**src/rtl/dense_pkg.sv**
```systemverilog
// Shared types and constants for the dense-layer dot-product sequencer.
// Latency: none (package only).
// Backpressure: none (package only).
package dense_pkg;

    // Elements consumed per MAC firing (one 3x3 window worth of lanes)
    localparam int CHUNK         = 9;
    // Default accumulator width for the dot-product result
    localparam int DEFAULT_ACC_W = 32;
    // Width of the per-chunk word counters; must hold the value CHUNK
    localparam int CNT_W         = 4;

    typedef enum logic [2:0] {
        ST_IDLE,
        ST_CLR,
        ST_LOAD,
        ST_FIRE,
        ST_DRAIN,
        ST_RESULT
    } dense_state_t;

endpackage

```
**src/rtl/dense_sequencer.sv**
```systemverilog
// Sequences one dense-layer dot product as 9-element chunks through the MAC and accumulates the result.
// Latency: 2 + ceil(N/9)*(10+MAC_LAT) cycles from cfg_start to res_valid with both streams always valid.
// Backpressure: wt/act streams stall independently via *_ready; result is held until res_ready.
module dense_sequencer
    import dense_pkg::*;
#(
    parameter int LEN_W       = 16,
    parameter int ACC_W       = DEFAULT_ACC_W,
    parameter int MAC_LAT     = 2,
    parameter int ADDR_FIFO   = 4,
    parameter int WID_PE_BITS = 16
) (
    input  logic                          clk,
    input  logic                          rst,
    input  logic                          cfg_start,
    input  logic [LEN_W-1:0]              cfg_len,
    output logic                          busy,
    input  logic                          wt_valid,
    output logic                          wt_ready,
    input  logic                          act_valid,
    output logic                          act_ready,
    output logic                          shifting_filter,
    output logic                          shifting_line,
    output logic                          line_buffer_reset,
    output logic [ADDR_FIFO-1:0]          row_length,
    output logic [7:0]                    dense_valid,
    output logic                          mac_enable,
    input  logic signed [WID_PE_BITS-1:0] mac_result,
    output logic                          res_valid,
    input  logic                          res_ready,
    output logic signed [ACC_W-1:0]       res_data
);

    // The drain counter only has to reach MAC_LAT-1
    localparam int LAT_W = (MAC_LAT > 1) ? $clog2(MAC_LAT) : 1;

    dense_state_t     state_q, state_d;
    logic [LEN_W-1:0] rem_q, rem_d;
    logic [ACC_W-1:0] acc_q, acc_d;
    logic [CNT_W-1:0] wcnt_q, wcnt_d;
    logic [CNT_W-1:0] acnt_q, acnt_d;
    logic [LAT_W-1:0] lat_q, lat_d;
    logic [LEN_W-1:0] chunk_len;

    // Ready depends only on state and counters so upstream never sees a valid->ready loop
    assign busy            = (state_q != ST_IDLE);
    assign wt_ready        = (state_q == ST_LOAD) && (wcnt_q < CNT_W'(CHUNK));
    assign act_ready       = (state_q == ST_LOAD) && (acnt_q < CNT_W'(CHUNK));
    assign shifting_filter = wt_valid & wt_ready;
    assign shifting_line   = act_valid & act_ready;
    assign row_length      = ADDR_FIFO'(CHUNK);
    assign res_valid       = (state_q == ST_RESULT);
    assign res_data        = acc_q;
    assign chunk_len       = (rem_q < LEN_W'(CHUNK)) ? rem_q : LEN_W'(CHUNK);

    // Next-state, counter and strobe logic for the chunk sequencing FSM
    always_comb begin
        state_d           = state_q;
        rem_d             = rem_q;
        acc_d             = acc_q;
        wcnt_d            = wcnt_q;
        acnt_d            = acnt_q;
        lat_d             = lat_q;
        line_buffer_reset = 1'b0;
        mac_enable        = 1'b0;
        dense_valid       = 8'd0;

        case (state_q)
            ST_IDLE: begin
                if (cfg_start && (cfg_len != '0)) begin
                    rem_d   = cfg_len;
                    acc_d   = '0;
                    wcnt_d  = '0;
                    acnt_d  = '0;
                    lat_d   = '0;
                    state_d = ST_CLR;
                end
            end
            ST_CLR: begin
                line_buffer_reset = 1'b1;
                state_d           = ST_LOAD;
            end
            ST_LOAD: begin
                if (shifting_filter) begin
                    wcnt_d = wcnt_q + 1'b1;
                end
                if (shifting_line) begin
                    acnt_d = acnt_q + 1'b1;
                end
                // Look at the post-transfer counts so the 9th word leads straight into FIRE
                if ((wcnt_d == CNT_W'(CHUNK)) && (acnt_d == CNT_W'(CHUNK))) begin
                    state_d = ST_FIRE;
                end
            end
            ST_FIRE: begin
                mac_enable  = 1'b1;
                dense_valid = 8'(chunk_len);
                rem_d       = rem_q - chunk_len;
                wcnt_d      = '0;
                acnt_d      = '0;
                lat_d       = '0;
                state_d     = ST_DRAIN;
            end
            ST_DRAIN: begin
                if (lat_q == LAT_W'(MAC_LAT - 1)) begin
                    // mac_result is signed; the size cast sign-extends, and the add wraps
                    acc_d   = acc_q + ACC_W'(mac_result);
                    lat_d   = '0;
                    state_d = (rem_q != '0) ? ST_LOAD : ST_RESULT;
                end else begin
                    lat_d = lat_q + 1'b1;
                end
            end
            ST_RESULT: begin
                if (res_ready) begin
                    state_d = ST_IDLE;
                end
            end
            default: begin
                state_d = ST_IDLE;
            end
        endcase
    end

    // State, counters and accumulator; reset aborts any run without emitting a result
    always_ff @(posedge clk or negedge rst) begin
        if (!rst) begin
            state_q <= ST_IDLE;
            rem_q   <= '0;
            acc_q   <= '0;
            wcnt_q  <= '0;
            acnt_q  <= '0;
            lat_q   <= '0;
        end else begin
            state_q <= state_d;
            rem_q   <= rem_d;
            acc_q   <= acc_d;
            wcnt_q  <= wcnt_d;
            acnt_q  <= acnt_d;
            lat_q   <= lat_d;
        end
    end

endmodule

```
**config.mk**
```make
export PLATFORM = sky130hd
export DESIGN_NAME = dense_sequencer
export DESIGN_NICKNAME = d
export VERILOG_FILES = /design/src/rtl/dense_pkg.sv /design/src/rtl/dense_sequencer.sv
export SDC_FILE = /design/constraint.sdc
export NUM_CORES = 1
export LEC_CHECK = 0
export ABC_AREA = 1
export CELL_PAD_IN_SITES_DETAIL_PLACEMENT = 0
export CELL_PAD_IN_SITES_GLOBAL_PLACEMENT = 1
export CORE_ASPECT_RATIO = 0.9
export CORE_MARGIN = 10
export CORE_UTILIZATION = 38
export DETAILED_ROUTE_END_ITERATION = 7
export MAX_ROUTING_LAYER = met4
export PLACE_DENSITY_LB_ADDON = 0.1
export SKIP_LAST_GASP = 1
export SYNTH_ARGS = -nofsm -noshare
export SYNTH_HDL_FRONTEND = slang
export SYNTH_SLANG_ARGS = --single-unit
```
**constraint.sdc**
```tcl
create_clock -name clk -period 2.3 [get_ports clk]
set_clock_uncertainty 0.1 [all_clocks]
set_input_delay 0.23 -clock clk [delete_from_list [all_inputs] [get_ports clk]]
set_output_delay 0.23 -clock clk [all_outputs]
set_load 0.03 [all_outputs]
```
==> impl_metrics.env, run 1 <==
export IMPL_run_status="completed"
export IMPL_power_density_nw_per_um2=1170
export IMPL_timing_critical_path_required_ns=2.44
export IMPL_buffer_and_inverter_count_on_the_worst_path=2
export IMPL_cts_sinks=60
export IMPL_worst_setup_path_start_kind="input port"
export IMPL_finish_instance_area_sq_um=7230
export IMPL_dp_cells=1122
export IMPL_synth_sequential_area_ratio_pct=29.1
export IMPL_antenna_found_initial=0
export IMPL_relSlewSlack_pct=47.7
export IMPL_finalSetupViolations=0
export IMPL_hold_path_class="in2async"
export IMPL_slew_viol_final=0
export IMPL_die_area_sq_um=18700
export IMPL_tritoncts_num_buffers=9
export IMPL_postRouteAntennaNets=0
export IMPL_worst_setup_path_type="in2reg"
export IMPL_syn_area_sq_um=5160
export IMPL_power_leakage_uw=0.00363
export IMPL_clock_path_buffers=2
export IMPL_synth_edff_count=0
export IMPL_synth_largest_area_cell="sky130_fd_sc_hd__dfrtp_1"
export IMPL_cts_tree="done"
export IMPL_finalCriticalPeriod_ns=2.23
export IMPL_clk_pin_slew_worst_paths_ns=0.06
export IMPL_place_congestion=0.957
export IMPL_maximum_number_of_pins_on_one_net_before_global_route_repair=33
export IMPL_route_vias_total=5789
export IMPL_crit_family="simple AND/OR/NAND/NOR gates"
export IMPL_postPlaceCellArea_sq_um=6810
export IMPL_starting_utilization_of_the_core_area_pct=38.8
export IMPL_synth_cell_type_count=39
export IMPL_nFillCells=1330
export IMPL_detailedPlacementHpwl_microns=14000
export IMPL_diodes=0
export IMPL_wire_per_inst_microns=15.3
export IMPL_synth_main_ff_cell="sky130_fd_sc_hd__dfrtp_1"
export IMPL_critical_path_fanouts_max=15
export IMPL_critPathMostFrequentCell="sky130_fd_sc_hd__nand2_1"
export IMPL_synthesis_instances=791
export IMPL_rsz0062_at_grt="true"
export IMPL_async_s_r_ff_share_synth_pct=100
export IMPL_synth_top_cells_by_area="sky130_fd_sc_hd__dfrtp_1 29%, sky130_fd_sc_hd__nand2_1 19%, sky130_fd_sc_hd__ha_1 8.7%"
export IMPL_max_cap_violations=0
export IMPL_die_x_microns=143
export IMPL_flow_area_growth_from_synthesis_pct=40.0
export IMPL_report_final_hold_viol_count=0
export IMPL_crit_slowest_cell="sky130_fd_sc_hd__clkdlybuf4s50_1"
export IMPL_drc=0
export IMPL_tightest_slew_ns=0.785
export IMPL_clock_latency_ns=0.35
export IMPL_vdd_drop_max_v=0.000513
export IMPL_arrival_ns=2.37
export IMPL_timing_critical_path_slowest_cell_delay_ns=0.45
export IMPL_grt_remaining_overflow=0
export IMPL_grt_pass1_wl_microns=28100
export IMPL_boundaryPins=90
export IMPL_drt_first_pass_iters=5
export IMPL_post_route_period_util_pct=96.9
export IMPL_layout_cells_most_common_list="255 x sky130_fd_sc_hd__nand2_1, 101 x sky130_fd_sc_hd__buf_4, 68 x sky130_fd_sc_hd__clkdlybuf4s50_1, 64 x sky130_fd_sc_hd__inv_1, 62 x sky130_fd_sc_hd__nor2_1"
export IMPL_post_drt_via_cell_ratio=5.07
export IMPL_yosys_register_bits=60
export IMPL_layout_drive_gt1_share_pct=17.6
export IMPL_post_synth_cell_area_avg_sq_um=6.53
export IMPL_globalRouteTotalUtil_pct=19.3
export IMPL_cp_cell_sequence="clkdlybuf4s50_1 > buf_12 > ha_1 > nand2_1 > nor2_1 > nand2_1 > or2_2 > nand3_1 > nand2_1 > nand3_1 > nand2_1"
export IMPL_htreeDepth=3
export IMPL_timing_critical_path_to_type="flop"
export IMPL_rows=40
export IMPL_maxClockFrequency_ghz=0.449
export IMPL_placeableCoreArea_sq_um=13300
export IMPL_grt_pass1_vias=5486
export IMPL_synth_warnings=0
export IMPL_instances_no_fill=1142
export IMPL_dr_first_iter_drc_count=361
export IMPL_nNetsFinal=1044
export IMPL_io_buffers=81
export IMPL_postRouteWirelength_microns=17400
export IMPL_cell_at_the_root_of_the_clock_tree="sky130_fd_sc_hd__clkbuf_16"
export IMPL_mostFrequentLayoutCell="sky130_fd_sc_hd__nand2_1"
export IMPL_die_h_microns=131
export IMPL_synth_top_area_share_pct=29.1
## worst paths after layout
path,start,endpoint,slack (ns),depth (start not counted)
max,mac_result[15],res_data[25]$_DFFE_PN0P_,0.07,11
min,rst,res_data[21]$_DFFE_PN0P_,0.38,2
max reg2reg,res_data[0]$_DFFE_PN0P_,res_data[24]$_DFFE_PN0P_,0.15,12
min reg2reg,res_data[8]$_DFFE_PN0P_,res_data[8]$_DFFE_PN0P_,0.40,2
max in group asynchronous,rst,wcnt_q[1]$_DFFE_PN0P_,1.06,3
min in group clk,cfg_len[11],rem_q[11]$_DFFE_PN0P_,0.40,3
## stage by stage
step	power (uW)	hold WS (ns)	setup WS, ns	setup TNS, ns	util, %
2_1_floorplan	4830	-0.166	0.166	0	-
3_3_place_gp	6780	0.253	-0.330	-2.57	51.1
3_5_place_dp	6840	0.260	-0.357	-2.92	51.1
4_1_cts	8370	0.403	0.0777	0	53.6
5_1_grt	9160	0.419	-0.0796	-0.201	54.3
6_report	8440	0.385	0.0714	0	54.3
## flip-flops by register name, indices dropped and copies added, names as in the netlist
name and flops:
state_q 3, rem_q 16, lat_q 1, acnt_q 4, res_data 32, wcnt_q 4
## what timing repair did
item,in CTS,in global routing
pin swaps,0,2
setup buffers,0,3
hold buffers,1,0
endpoints found under the hold margin,27,0
endpoints found under the setup margin,8,17
resized for setup,8,22
## kinds of logic (layout without fill, tap and decap cells)
kind of cell	Yosys count	count (layout)	share of synthesized area [%]
xor+xnor	7	7	1.19
fa+ha+maj	37	37	9.11
other cells	2	8	0.145
compound gates	153	153	15.7
buf+inv	93	270	8.07
flops	60	60	29.1
simple gates	439	439	36.7
## report_power, final
part,internal [uW],switching [uW]
clock network,977,534
logic,2040,3070
registers,1440,374
total,4460,3980
## synthesized netlist by cell type (5+ instances only)
| library cell | count |
|---|---|
| sky130_fd_sc_hd__nand3_1 | 55 |
| sky130_fd_sc_hd__nand4_1 | 11 |
| sky130_fd_sc_hd__ha_1 | 36 |
| sky130_fd_sc_hd__dfrtp_1 | 60 |
| sky130_fd_sc_hd__nand2_2 | 7 |
| sky130_fd_sc_hd__nor4_1 | 7 |
| sky130_fd_sc_hd__a21oi_1 | 54 |
| sky130_fd_sc_hd__nor2_1 | 64 |
| sky130_fd_sc_hd__buf_4 | 15 |
| sky130_fd_sc_hd__o21ai_0 | 59 |
| sky130_fd_sc_hd__o211ai_1 | 6 |
| sky130_fd_sc_hd__inv_2 | 7 |
| sky130_fd_sc_hd__inv_1 | 65 |
| sky130_fd_sc_hd__o21ai_1 | 21 |
| sky130_fd_sc_hd__nor3_1 | 15 |
| sky130_fd_sc_hd__nand2_1 | 260 |
| sky130_fd_sc_hd__nor2_2 | 5 |
## layer usage
layer / vias to the layer above / share of wire [%] / routed length [microns] / track usage, %
met2: 140 / 43 / 7580 / 28.6
met4: 0 / 1.4 / 252 / 5.33
met3: 24 / 4.3 / 747 / 3.50
met5: - / 0 / 0 / -
li1: 2978 / - / - / -
met1: 2647 / 51 / 8860 / 26.6
## layout make-up
cell class	instances	area (sq um)	area share (%)
multi-input cells	644	3340	46.2
inverters	73	279	3.86
well taps	168	210	2.91
clock buffers	10	239	3.31
repair buffers	181	1580	21.8
clock inverters	6	86.3	1.19
flip-flops and latches	60	1500	20.8
No activity file was read; power rests on OpenSTA's default activity.
==> inputs of run 2 (changes only) <==
GPL_TIMING_DRIVEN = 1   (was default)
==> results of run 2 <==
No change in the layout: final DEF, timing and power equal those of run 1.
